`config.mk`:
```
export PLATFORM = sky130hd
export DESIGN_NAME = inst_queue_flat
export DESIGN_NICKNAME = d
export VERILOG_FILES = /design/src/rtl/inst_queue_if.sv /design/src/rtl/inst_queue.sv /design/src/flat_wrapper.sv
export SDC_FILE = /design/constraint.sdc
export NUM_CORES = 1
export LEC_CHECK = 0
export CELL_PAD_IN_SITES_DETAIL_PLACEMENT = 1
export CELL_PAD_IN_SITES_GLOBAL_PLACEMENT = 1
export CORE_ASPECT_RATIO = 0.8
export CORE_MARGIN = 3
export CORE_UTILIZATION = 35
export DETAILED_ROUTE_END_ITERATION = 7
export PLACE_DENSITY = 0.68
export SLEW_MARGIN = 40
export SYNTH_ARGS = -nofsm -noshare
export SYNTH_HDL_FRONTEND = slang
export SYNTH_SLANG_ARGS = --single-unit
```
`constraint.sdc`:
```
create_clock -name clk -period 11.2 [get_ports clk]
set_clock_uncertainty 0.2 [all_clocks]
set_input_delay 2.24 -clock clk [delete_from_list [all_inputs] [get_ports clk]]
set_output_delay 2.24 -clock clk [all_outputs]
set_load 0.02 [all_outputs]
```
`src/rtl/inst_queue_if.sv`:
```
//------------------------------------------------------------------------------
// inst_queue_if
//   Fetch-to-decode instruction queue bus: fetch side, decode side and flush.
//   Revision: 1.0
//------------------------------------------------------------------------------
`default_nettype none

interface inst_queue_if;
   logic        flush;
   logic        fetch_valid;
   logic [1:0]  fetch_num;
   logic [31:0] fetch_inst0;
   logic [31:0] fetch_pc0;
   logic [31:0] fetch_inst1;
   logic [31:0] fetch_pc1;
   logic        fetch_ready;
   logic        dec_valid;
   logic [31:0] dec_inst;
   logic [31:0] dec_pc;
   logic        dec_ready;

   modport master (
      output flush, fetch_valid, fetch_num, fetch_inst0, fetch_pc0,
             fetch_inst1, fetch_pc1, dec_ready,
      input  fetch_ready, dec_valid, dec_inst, dec_pc
   );

   modport slave (
      input  flush, fetch_valid, fetch_num, fetch_inst0, fetch_pc0,
             fetch_inst1, fetch_pc1, dec_ready,
      output fetch_ready, dec_valid, dec_inst, dec_pc
   );
endinterface

`default_nettype wire

```
`src/rtl/inst_queue.sv`:
```
//------------------------------------------------------------------------------
// inst_queue
//   Two-in / one-out instruction FIFO between fetch and decode with flush.
//   Optional same-cycle empty-queue bypass: INST_QUEUE_BYPASS_EN.
//   Revision: 1.0
//------------------------------------------------------------------------------
`default_nettype none

module inst_queue #(
   parameter int DEPTH = 8
) (
   input  logic          clk,
   input  logic          reset,
   inst_queue_if.slave   q
);

   localparam int PTR_W = $clog2(DEPTH);
   localparam logic [PTR_W:0] c_fill_limit = (PTR_W+1)'(DEPTH - 2);

   logic [63:0]      r_mem [DEPTH];
   logic [PTR_W:0]   r_rd_ptr;
   logic [PTR_W:0]   r_wr_ptr;

   logic [PTR_W:0]   w_count;
   logic [PTR_W-1:0] w_rd_idx;
   logic [PTR_W-1:0] w_wr_idx0;
   logic [PTR_W-1:0] w_wr_idx1;
   logic             w_empty;
   logic             w_fetch_ready;
   logic             w_wr_fire;
   logic             w_wr_en;
   logic             w_bypass;
   logic             w_consume;
   logic             w_rd_fire;
   logic [1:0]       w_store_n;
   logic [63:0]      w_head;
   logic [63:0]      w_slot0;

   assign w_count       = r_wr_ptr - r_rd_ptr;
   assign w_empty       = (w_count == '0);
   // Room is judged on the pre-read count so dec_ready never reaches fetch_ready.
   assign w_fetch_ready = (w_count <= c_fill_limit);
   assign w_wr_fire     = q.fetch_valid & w_fetch_ready & ~q.flush;
   assign w_wr_en       = w_wr_fire & ((q.fetch_num == 2'd1) | (q.fetch_num == 2'd2));
   assign w_rd_fire     = ~w_empty & q.dec_ready & ~q.flush;

`ifdef INST_QUEUE_BYPASS_EN
   assign w_bypass = w_empty & w_wr_en;
`else
   assign w_bypass = 1'b0;
`endif
   // inst0 handed straight to decode is never stored.
   assign w_consume = w_bypass & q.dec_ready;

   always_comb begin
      w_store_n = 2'd0;
      if (w_wr_en) begin
         w_store_n = (q.fetch_num == 2'd2) ? 2'd2 : 2'd1;
      end
      if (w_consume) begin
         w_store_n = w_store_n - 2'd1;
      end
   end

   assign w_slot0   = w_consume ? {q.fetch_inst1, q.fetch_pc1} : {q.fetch_inst0, q.fetch_pc0};
   assign w_rd_idx  = r_rd_ptr[PTR_W-1:0];
   assign w_wr_idx0 = r_wr_ptr[PTR_W-1:0];
   assign w_wr_idx1 = w_wr_idx0 + PTR_W'(1);
   assign w_head    = r_mem[w_rd_idx];

   assign q.fetch_ready = w_fetch_ready;
   assign q.dec_valid   = ~w_empty | w_bypass;

   always_comb begin
      q.dec_inst = 32'd0;
      q.dec_pc   = 32'd0;
      if (!w_empty) begin
         q.dec_inst = w_head[63:32];
         q.dec_pc   = w_head[31:0];
      end else if (w_bypass) begin
         q.dec_inst = q.fetch_inst0;
         q.dec_pc   = q.fetch_pc0;
      end
   end

   always_ff @(posedge clk) begin
      if (reset || q.flush) begin
         r_rd_ptr <= '0;
         r_wr_ptr <= '0;
      end else begin
         if (w_rd_fire) begin
            r_rd_ptr <= r_rd_ptr + (PTR_W+1)'(1);
         end
         r_wr_ptr <= r_wr_ptr + (PTR_W+1)'(w_store_n);
      end
   end

   always_ff @(posedge clk) begin
      if (w_store_n != 2'd0) begin
         r_mem[w_wr_idx0] <= w_slot0;
      end
      if (w_store_n == 2'd2) begin
         r_mem[w_wr_idx1] <= {q.fetch_inst1, q.fetch_pc1};
      end
   end

   a_fetch_num_legal: assert property (@(posedge clk) disable iff (reset)
      !(w_wr_fire && (q.fetch_num == 2'd3)));

endmodule

`default_nettype wire

```
`src/flat_wrapper.sv`:
```
// flat-port wrapper written by rule: the top's interface ports become plain ports
module inst_queue_flat 
#(
   parameter int DEPTH = 8
)
  (clk, reset, q_flush, q_fetch_valid, q_fetch_num, q_fetch_inst0, q_fetch_pc0, q_fetch_inst1, q_fetch_pc1, q_dec_ready, q_fetch_ready, q_dec_valid, q_dec_inst, q_dec_pc);
  inst_queue_if q_i ();
  input  logic clk;
  input  logic reset;
  input wire logic [$bits(q_i.flush)-1:0] q_flush;
  input wire logic [$bits(q_i.fetch_valid)-1:0] q_fetch_valid;
  input wire logic [$bits(q_i.fetch_num)-1:0] q_fetch_num;
  input wire logic [$bits(q_i.fetch_inst0)-1:0] q_fetch_inst0;
  input wire logic [$bits(q_i.fetch_pc0)-1:0] q_fetch_pc0;
  input wire logic [$bits(q_i.fetch_inst1)-1:0] q_fetch_inst1;
  input wire logic [$bits(q_i.fetch_pc1)-1:0] q_fetch_pc1;
  input wire logic [$bits(q_i.dec_ready)-1:0] q_dec_ready;
  output wire logic [$bits(q_i.fetch_ready)-1:0] q_fetch_ready;
  output wire logic [$bits(q_i.dec_valid)-1:0] q_dec_valid;
  output wire logic [$bits(q_i.dec_inst)-1:0] q_dec_inst;
  output wire logic [$bits(q_i.dec_pc)-1:0] q_dec_pc;
  assign q_i.flush = q_flush;
  assign q_i.fetch_valid = q_fetch_valid;
  assign q_i.fetch_num = q_fetch_num;
  assign q_i.fetch_inst0 = q_fetch_inst0;
  assign q_i.fetch_pc0 = q_fetch_pc0;
  assign q_i.fetch_inst1 = q_fetch_inst1;
  assign q_i.fetch_pc1 = q_fetch_pc1;
  assign q_i.dec_ready = q_dec_ready;
  assign q_fetch_ready = q_i.fetch_ready;
  assign q_dec_valid = q_i.dec_valid;
  assign q_dec_inst = q_i.dec_inst;
  assign q_dec_pc = q_i.dec_pc;
  inst_queue #(.DEPTH(DEPTH)) u_core (.clk(clk), .reset(reset), .q(q_i));
endmodule
```
==> results by stage, run 1 <==
Timing:
- The number of slew-limit violations in the final report is 0.
- The hold violation total from the final report came to 0.
- The actual slew at the worst max-slew pin is 861.6 ps.
- The smallest clock period supported by the final layout is computed as 6506 ps.
- Setup repair after global routing left no endpoint under its margin.
- After layout, the worst setup slack is 4694 ps.
- In this run the tightest slew margin relative to its limit is 0.4256.
- The highest clock rate is 153.7 MHz.
- Dividing the final minimum period by the clock period gives 0.5809.
- The sum of negative setup slack is 0 ps.
- The number of endpoints failing setup at the final stage is 0.

Detailed routing:
- The number of nets still failing antenna checks after routing is 0.
- The final layout contains routed wiring with a total length of 76590 um.
- In the final routed layout, each cell accounts on average for 26.75 um.
- The detailed-router iteration count before antenna repair is 5.
- The iteration-0 DRC count of the detailed router is 1017.
- The via count of the routed design is 15380.
- The total DRC errors in the routed layout is 0.
- After detailed routing, the number of vias per cell comes to 5.371.

Clock tree:
- The tree is rooted in a clkbuf_16.
- Counting along the longest clock path gives a buffer depth of 3.
- Clock latency on the worst-skew pair, taken at its later pin, is 610 ps.
- After clock tree synthesis, the setup repair step added 0 buffers.
- The deepest level of the CTS H-tree is 2.
- The CTS tree is yes.
- In this run, post-CTS repair resized a total of 0 instances.
- Counting the buffers created by CTS gives 58.
- The clock-pin slew on the worst setup and hold paths is 60 ps.
- Clock tree synthesis found a total of 523 sinks.
- Hold repair after CTS inserted 0 buffers.

Critical path:
- The endpoint type of the worst setup path is an output pin.
- The worst setup path is of the flip-flop to output pin kind.
- The slowest stage of the critical path belongs to the cell dfxtp_1.
- For the worst setup path, the data arrival time is 4070 ps.
- In this run the worst path has a maximum fanout of 36.
- Walking the worst path, the cells encountered are inv_1 -> ha_1 -> nand3b_1 -> a21oi_1 -> nor3_2 -> buf_4 -> buf_12 -> nor2_1 -> clkdlybuf4s50_1.
- In this design, the stage delay of the slowest critical-path cell is about 640 ps.
- The critical path startpoint category is a flip-flop.
- Data on the critical path is required at its endpoint by 8760 ps.

Synthesis:
- The number of instances in the synthesized netlist is 1620.
- The netlist uses 38 different library cells.
- The flip-flop and latch count after synthesis is around 520.
- The Yosys step of the flow raised 0 warnings.
- The portion of synthesized cell area occupied by the leading cell type is 0.5831.
- The sequential area share after synthesis is 0.5914.
- In the post-synthesis netlist, the biggest area contributors are edfxtp_1 (58%), mux2_2 (19%), mux4_2 (11%).
- The net count of the mapped netlist is between 1500 and 2000.
- The mean instance size in the synthesized netlist is between 15 and 20 um^2.
- Of all cell types, the one taking the most synthesized area is edfxtp_1.
- The combined area of all synthesized cells is 0.02637 mm^2.

Power and ir drop:
- For this design the ratio of total power to cell area is ~140 mW/mm^2.
- The peak supply drop is 119.6 uV.
- The cell leakage power is 10.16 nW.
- The total power of the final layout is 4.544 mW.

Floorplan:
- The total I/O pin count is 201.
- After floorplanning, the core was divided into between 80 and 90 placement rows.
- The die is 251.5 um tall.
- The horizontal die dimension is 312.9 um.
- The initial standard-cell utilization of the core is 0.3555.
- The die covers 0.07869 mm^2.
- The core outline area is 0.07416 mm^2.

Global route:
- The via count of the first global-routing pass is ~17000.
- The number of antenna violations at the first check in global routing is 18.
- The global-route wire length before repair is 113600 um.
- The overflow left after global routing is 0.
- The total global routing track utilization is 0.1928.
- Entering global routing, the biggest net connects 65 pins.

Placed design:
- The estimated wirelength of the detail-placed design is about 44000 um.
- Prior to clock tree synthesis, the placed netlist has a worst setup slack of around 4800 ps.
- The count of buffers from port buffering is 200.
- At the end of routability-driven placement, the weighted congestion stood at 0.7722.

Run:
- Across the run, the number of max-cap violations was 0.

Status:
- The run finished with clean final reports.

Cells and area:
- The footprint of the flip-flops and latches is approximately 0.016 mm^2.
- The final net count is 1953.
- The area growth from synthesis to layout is 19.32%.
- The layout has approximately 7300 filler cells.
- The multi-input combinational cells in the finished layout cover a total of 0.01026 mm^2.
- In the final layout, the share of cells above drive strength 1 is 0.3866.
- The final design utilization is 0.4242.

Hold path:
- The worst hold path belongs to the class flip-flop to flip-flop.
[routing by layer]
| layer | vias to the layer above | GRT usage | wire length [um] |
|---|---|---|---|
| li1 | 6743 | - | - |
| met1 | 8108 | 0.2688 | 34200 |
| met2 | 401 | 0.3112 | 36150 |
| met3 | 100 | 0.04451 | 4920 |
| met4 | 24 | 0.03760 | 1166 |
| met5 | - | 0 | 147 |
[power by group]
group	switching [mW]	leakage [nW]	internal [mW]
combinational	0.216	4.51	0.211
sequential	0.00709	4.71	2.17
clock	0.795	0.941	1.14
total	1.02	10.2	3.53
[final cells by class]
| class | count | area share |
|---|---|---|
| diodes | 5 | 0.0003977 |
| clock buffers | 68 | 0.04935 |
| clock inverters | 41 | 0.01165 |
| inverters | 12 | 0.001432 |
| multi-input cells | 978 | 0.3261 |
| flip-flops and latches | 523 | 0.4960 |
| well taps | 1001 | 0.03981 |
| repair buffers | 235 | 0.07516 |
[registers in the layout, summed over array words and instances (netlist names), named ones only]
register         flops
u_core.r_mem       512
u_core.r_rd_ptr      4
u_core.r_wr_ptr      4
[synth_stat cells (all sizes together)]
| master | n |
|---|---|
| fa | 2 |
| nand2b | 2 |
| clkbuf | 46 |
| nand3b | 1 |
| xnor2 | 4 |
| o31ai | 1 |
| o21ai | 8 |
| nor2b | 1 |
| mux2 | 448 |
| ha | 8 |
| and3 | 2 |
| o311ai | 1 |
| nand4 | 3 |
| edfxtp | 512 |
| dfxtp | 11 |
| nand3 | 5 |
| and4 | 1 |
| nor2 | 73 |
| nor4b | 2 |
| or2 | 2 |
| nand2 | 198 |
| xor2 | 3 |
| mux4 | 128 |
| buf | 61 |
| o21bai | 1 |
| nor3 | 5 |
| or3 | 1 |
| and2 | 1 |
| inv | 12 |
| a21oi | 8 |
| and3b | 1 |
| or4 | 2 |
| mux2i | 65 |
| nor4 | 1 |
[per-stage QoR]
stage          area, um^2  cells  hold WS (ps)
3_3_place_gp        29400   2743         301.5
4_1_cts             31440   2857         348.6
5_1_grt             31450   2860         401.9
6_report            31460   2863         350.7
2_1_floorplan       26370   1620         285.6
3_5_place_dp        29520   2748         329.7
[cells in the final DEF, fill, tap and decap left out, types with 2 or more instances in the layout]
cell type	Yosys	layout
a21oi_1	8	8
mux2_2	448	448
mux2i_1	65	65
xor2_1	3	3
clkbuf_1	46	7
clkdlybuf4s50_1	0	200
buf_6	25	6
buf_12	0	4
nand2_4	0	2
ha_1	8	8
clkinvlp_4	0	3
nand2b_1	2	2
o21ai_4	0	7
edfxtp_1	512	512
fa_1	2	2
xnor2_1	4	4
clkinv_2	0	14
and3_1	2	2
inv_1	12	12
clkbuf_16	0	61
nand3_1	5	3
nor2_1	73	73
bufinv_16	0	7
nand2_1	198	196
dfxtp_1	11	8
nand4_1	3	3
buf_4	1	23
diode_2	0	5
clkinv_1	0	17
or2_2	2	2
nand3_4	0	2
nor3_1	5	4
mux4_2	128	128
dfxtp_4	0	3
[cell families (layout without fill, tap and decap cells)]
| family | count (synthesis) | after routing | share of synthesized area |
|---|---|---|---|
| adder cells (fa/ha/maj) | 10 | 10 | 0.005315 |
| AND/OR/NAND/NOR | 301 | 301 | 0.04655 |
| multiplexers | 641 | 641 | 0.3253 |
| AO/OA/AOI/OAI | 19 | 19 | 0.003939 |
| buffers and inverters | 119 | 356 | 0.02510 |
| XOR/XNOR | 7 | 7 | 0.002325 |
| other | 0 | 5 | 0 |
| flip-flops | 523 | 523 | 0.5914 |
[final timing paths]
kind | startpoint | end | slack [ps] | cells after the start
worst max-delay path | u_core.r_wr_ptr[0] | q_dec_pc[2] | 4690 | 9
worst min-delay path | u_core.r_rd_ptr[2] | flip-flop | 350 | 2
worst max register to register | u_core.r_wr_ptr[0] | u_core.r_mem[4][32] | 6140 | 10
worst min register to register | u_core.r_rd_ptr[2] | flip-flop | 350 | 2
[critical path, delay by kind of cell, from the launching register on]
kind / cells / cell delay [ps]
adders and majority gates: 1 / 290
buffers and inverters: 4 / 1380
DFF: 1 / 640
AOI/OAI and AO/OA: 1 / 610
and+or+nand+nor: 3 / 470
Power figures use the tool's default switching activity.
==> run 2: changes to the inputs <==
--- a/config.mk
+++ b/config.mk
@@ -11,7 +11,7 @@
 export CORE_MARGIN = 3
 export CORE_UTILIZATION = 35
 export DETAILED_ROUTE_END_ITERATION = 7
-export PLACE_DENSITY = 0.68
+export PLACE_DENSITY = 0.71
 export SLEW_MARGIN = 40
 export SYNTH_ARGS = -nofsm -noshare
 export SYNTH_HDL_FRONTEND = slang
==> constraint.sdc (replaced) <==
create_clock -name clk -period 5.5 [get_ports clk]
set_clock_uncertainty 0.2 [all_clocks]
set_input_delay 1.1 -clock clk [delete_from_list [all_inputs] [get_ports clk]]
set_output_delay 1.1 -clock clk [all_outputs]
set_load 0.02 [all_outputs]
==> run 2 against run 1 <==
Against the previous run:
- final cell count about the same
- first-iteration DRC count down 2.0%
- critical path depth down 1
- power up 100%
- sequential power up 100%
- final area up 0.78%
- setup slack worse by 4400 ps
- die area unchanged
- utilization up 0.33 points
- clock power up 100%
- routed wire length down 1.7%
- largest power group unchanged
==> results by stage, run 2 (same netlist as run 1, synthesis figures left out) <==
Cells and area:
- Compared with the post-synthesis result, the final layout area differs by 20.24%.
- The layout cell share with drive strength beyond 1 is 0.3910 (+0.004308).
- The area of the multi-input gates is 0.01026 mm^2 (about the same).
- The library cell used most frequently in the layout, excluding fill and tap cells, is edfxtp_1.
- The flip-flop count of the largest register after layout is 512 (unchanged).
- The non-filler instance count after layout is 2865 (+0.070%).
- The footprint of the flip-flops and latches was 0.01561 mm^2 (unchanged).
- The largest registers in the layout are u_core.r_mem x512, u_core.r_rd_ptr x4, u_core.r_wr_ptr x4.
- The final-layout fill cell count is 7279 (unchanged).
- Leaving out fill and tap cells, the most frequent cells in the layout are edfxtp_1 (512), mux2_2 (448), clkdlybuf4s50_1 (200), nand2_1 (196), mux4_2 (128).
- Counting flops per register, the top entry is u_core.r_mem.
- The final net count is 1956 (+0.15%).

Detailed routing:
- The routed via count divided by cell count is 5.310 (-1.1%).
- The wire length after detailed routing was 75320 um (-1.7%).
- The total DRC errors in the routed layout is 0 (unchanged).
- The detailed-route wire length per cell is 26.29 um (-1.7%).
- The detailed-router iteration count before antenna repair is 5 (unchanged).
- The number of nets still failing antenna checks after routing came to 0 (unchanged).
- The iteration-0 DRC count of the detailed router came to 997 (-2.0%).
- The via count of the routed design came to 15210 (-1.1%).

Clock tree:
- The clock-pin slew on the worst setup and hold paths was 70 ps (about the same).
- The CTS tree is yes.
- The deepest level of the CTS H-tree is 2 (unchanged).
- The number of buffers created by CTS is 55 (-5.2%).
- The clock tree buffer depth is 3 (unchanged).
- The total clock sinks is 523 (unchanged).
- The tree is rooted in a clkbuf_16.
- The source-to-sink clock delay at the later pin of the worst-skew pair was 610 ps (about the same).
- The post-cts gate resize count is 0 (unchanged).
- The number of buffers inserted by hold repair at cts is 0 (unchanged).
- The setup fix buffers added after clock tree synthesis is 0 (unchanged).

Placed design:
- The estimated wirelength of the detail-placed design is 43930 um (+0.38%).
- The post-placement setup slack is 880.8 ps (-3908 ps).
- The instance count after placement with tap cells included was 2754 (+0.22%).
- The last weighted congestion value of the routability-driven placer was 0.7488 (-3.0%).
- The count of buffers from port buffering was 200 (unchanged).

Power and ir drop:
- The ratio of total power to cell area was 290.3 mW/mm^2 (+100%).
- The internal power of the cells was 7.130 mW (+100%).
- The net switching fraction of the power is 0.2252 (+0.001020).
- The fraction of power consumed by sequential logic is 0.482 (+0.003).
- The total net switching power is 2.073 mW (+100%).
- The share of power burned in combinational logic is 0.094 (about the same).
- The total power of the final layout is 9.203 mW (+100%).
- The peak supply drop was 232.3 uV (+94%).
- The cell leakage power is 10.25 nW (+0.90%).
- The clock network fraction of total power came to 0.424 (-0.003).

Critical path:
- The required time reported for the critical path endpoint is 4200 ps (-4560 ps).
- The signal arrival time at the worst endpoint is 3940 ps (-130 ps).
- The standard cell with the maximum stage delay on the critical path is a21oi_1.
- The endpoint identified for the worst register-to-register timing path is u_core.r_mem[6][15].
- The critical path startpoint category is a flip-flop.
- The endpoint type of the worst setup path is an output pin.
- The signal on the critical path passes through inv_1 -> ha_1 -> nand3b_1 -> a21oi_1 -> nor3_2 -> buf_4 -> nor2_1 -> clkdlybuf4s50_1.
- The reg2reg setup slack came to 1020 ps (-5120 ps).
- The depth of the worst register-to-register path is 10 (unchanged).
- The critical path is of the flip-flop to output pin type.
- The top fanout value on the critical path is 43 (+19%).
- The critical path startpoint is u_core.r_wr_ptr[0].
- The largest stage delay on the critical path was 680 ps (+40 ps).
- In this run the critical register-to-register path is launched from u_core.r_wr_ptr[0].

Global route:
- The global-route wire length before repair is 112700 um (-0.75%).
- The overflow left after global routing came to 0 (unchanged).
- The via count of the first global-routing pass is 17030 (+1.0%).
- The number of antenna violations at the first check in global routing is 6 (-12).
- The pin count of the biggest net entering global routing was 65 (unchanged).
- The total global routing track utilization was 0.1903 (-0.002525).

Timing:
- The number of endpoints failing setup at the final stage was 0 (unchanged).
- Of the available clock period, the critical path in the final layout requires 0.9527.
- The final critical-path setup slack is 260.2 ps (-4434 ps).
- The actual slew at the worst max-slew pin is 826.0 ps (-35.61 ps).
- The worst hold slack after final layout is 349.2 ps (-1.564 ps).
- Setup repair after global routing left no endpoint under its margin.
- The number of slew-limit violations in the final report is 0 (unchanged).
- The tightest slew margin relative to the limit is 0.4470 (+0.02141).
- The hold violation total from the final report is 0 (unchanged).
- The highest clock rate is between 150 and 200 MHz.
- For the finished layout, the period the worst path requires is roughly 5200 ps.

Hold path:
- The startpoint of the most critical hold path is u_core.r_rd_ptr[2].
- The classification of the worst-slack hold path is flip-flop to flip-flop.
- The cell depth of the worst min-delay path came to 2 (unchanged).

Floorplan:
- The y dimension of the die is 251.5 um (unchanged).
- The die area is 0.07869 mm^2 (unchanged).
- The core outline area is 0.07416 mm^2 (unchanged).
- The initial standard-cell utilization of the core came to 0.3555 (unchanged).
- The horizontal die dimension is 312.9 um (unchanged).
- The floorplan row count came to 89 (unchanged).
- The total I/O pin count was 201 (unchanged).

Status:
- The run finished with clean final reports.

Run:
- The max-cap check violation count is 0 (unchanged).
run 2: routing by layer:
metal | GRT usage | vias up | routed length [um]
met2 | 0.3365 | 356 | 38420
met3 | 0.02825 | 95 | 3615
met4 | 0.03921 | 4 | 1266
met5 | 0 | - | 23
li1 | - | 6727 | -
met1 | 0.2496 | 8031 | 32000
run 2: area by class of cell:
class                           count  area share
Antenna cell                        7   0.0005525
Clock buffer                       62     0.04491
Clock inverter                     41     0.01385
Inverter                           12    0.001421
Multi-Input combinational cell    978      0.3236
Sequential cell                   523      0.4922
Tap cell                         1001     0.03950
Timing Repair Buffer              241     0.08398
run 2: critical path, delay by kind of cell, from the launching register on:
family	cells	cell delay (ps)
buf+inv	3	1230
compound gates	1	680
simple gates	3	570
fa+ha+maj	1	280
flops	1	570
run 2: worst max-delay path by stage:
stage	endpoint	slack, ps
finish	q_dec_inst[27]	260
global route	q_dec_inst[27]	7
CTS	q_dec_inst[28]	190
detailed placement	u_core.r_mem[1][14]	880
global placement	u_core.r_mem[1][14]	910
floorplan	u_core.r_mem[3][0]	-400
run 2: stage by stage:
stage                     utilization  cell area (um^2)  TNS [ps]
after global placement         0.4014             29770         0
after global routing           0.4273             31690         0
final                          0.4275             31710         0
after detailed placement       0.4018             29800         0
after CTS                      0.4269             31660         0
after floorplan                     -             26380   -151380
run 2: power groups by stage:
| stage | clock [mW] | combinational [mW] | sequential, mW |
|---|---|---|---|
| 5_1_grt | 4.15 | 0.944 | 4.44 |
| 4_1_cts | 3.98 | 0.883 | 4.44 |
| 6_report | 3.90 | 0.869 | 4.43 |
| 3_5_place_dp | 0 | 0.873 | 4.52 |
| 3_3_place_gp | 0 | 0.849 | 4.52 |
| 2_1_floorplan | 0 | 0.454 | 4.51 |
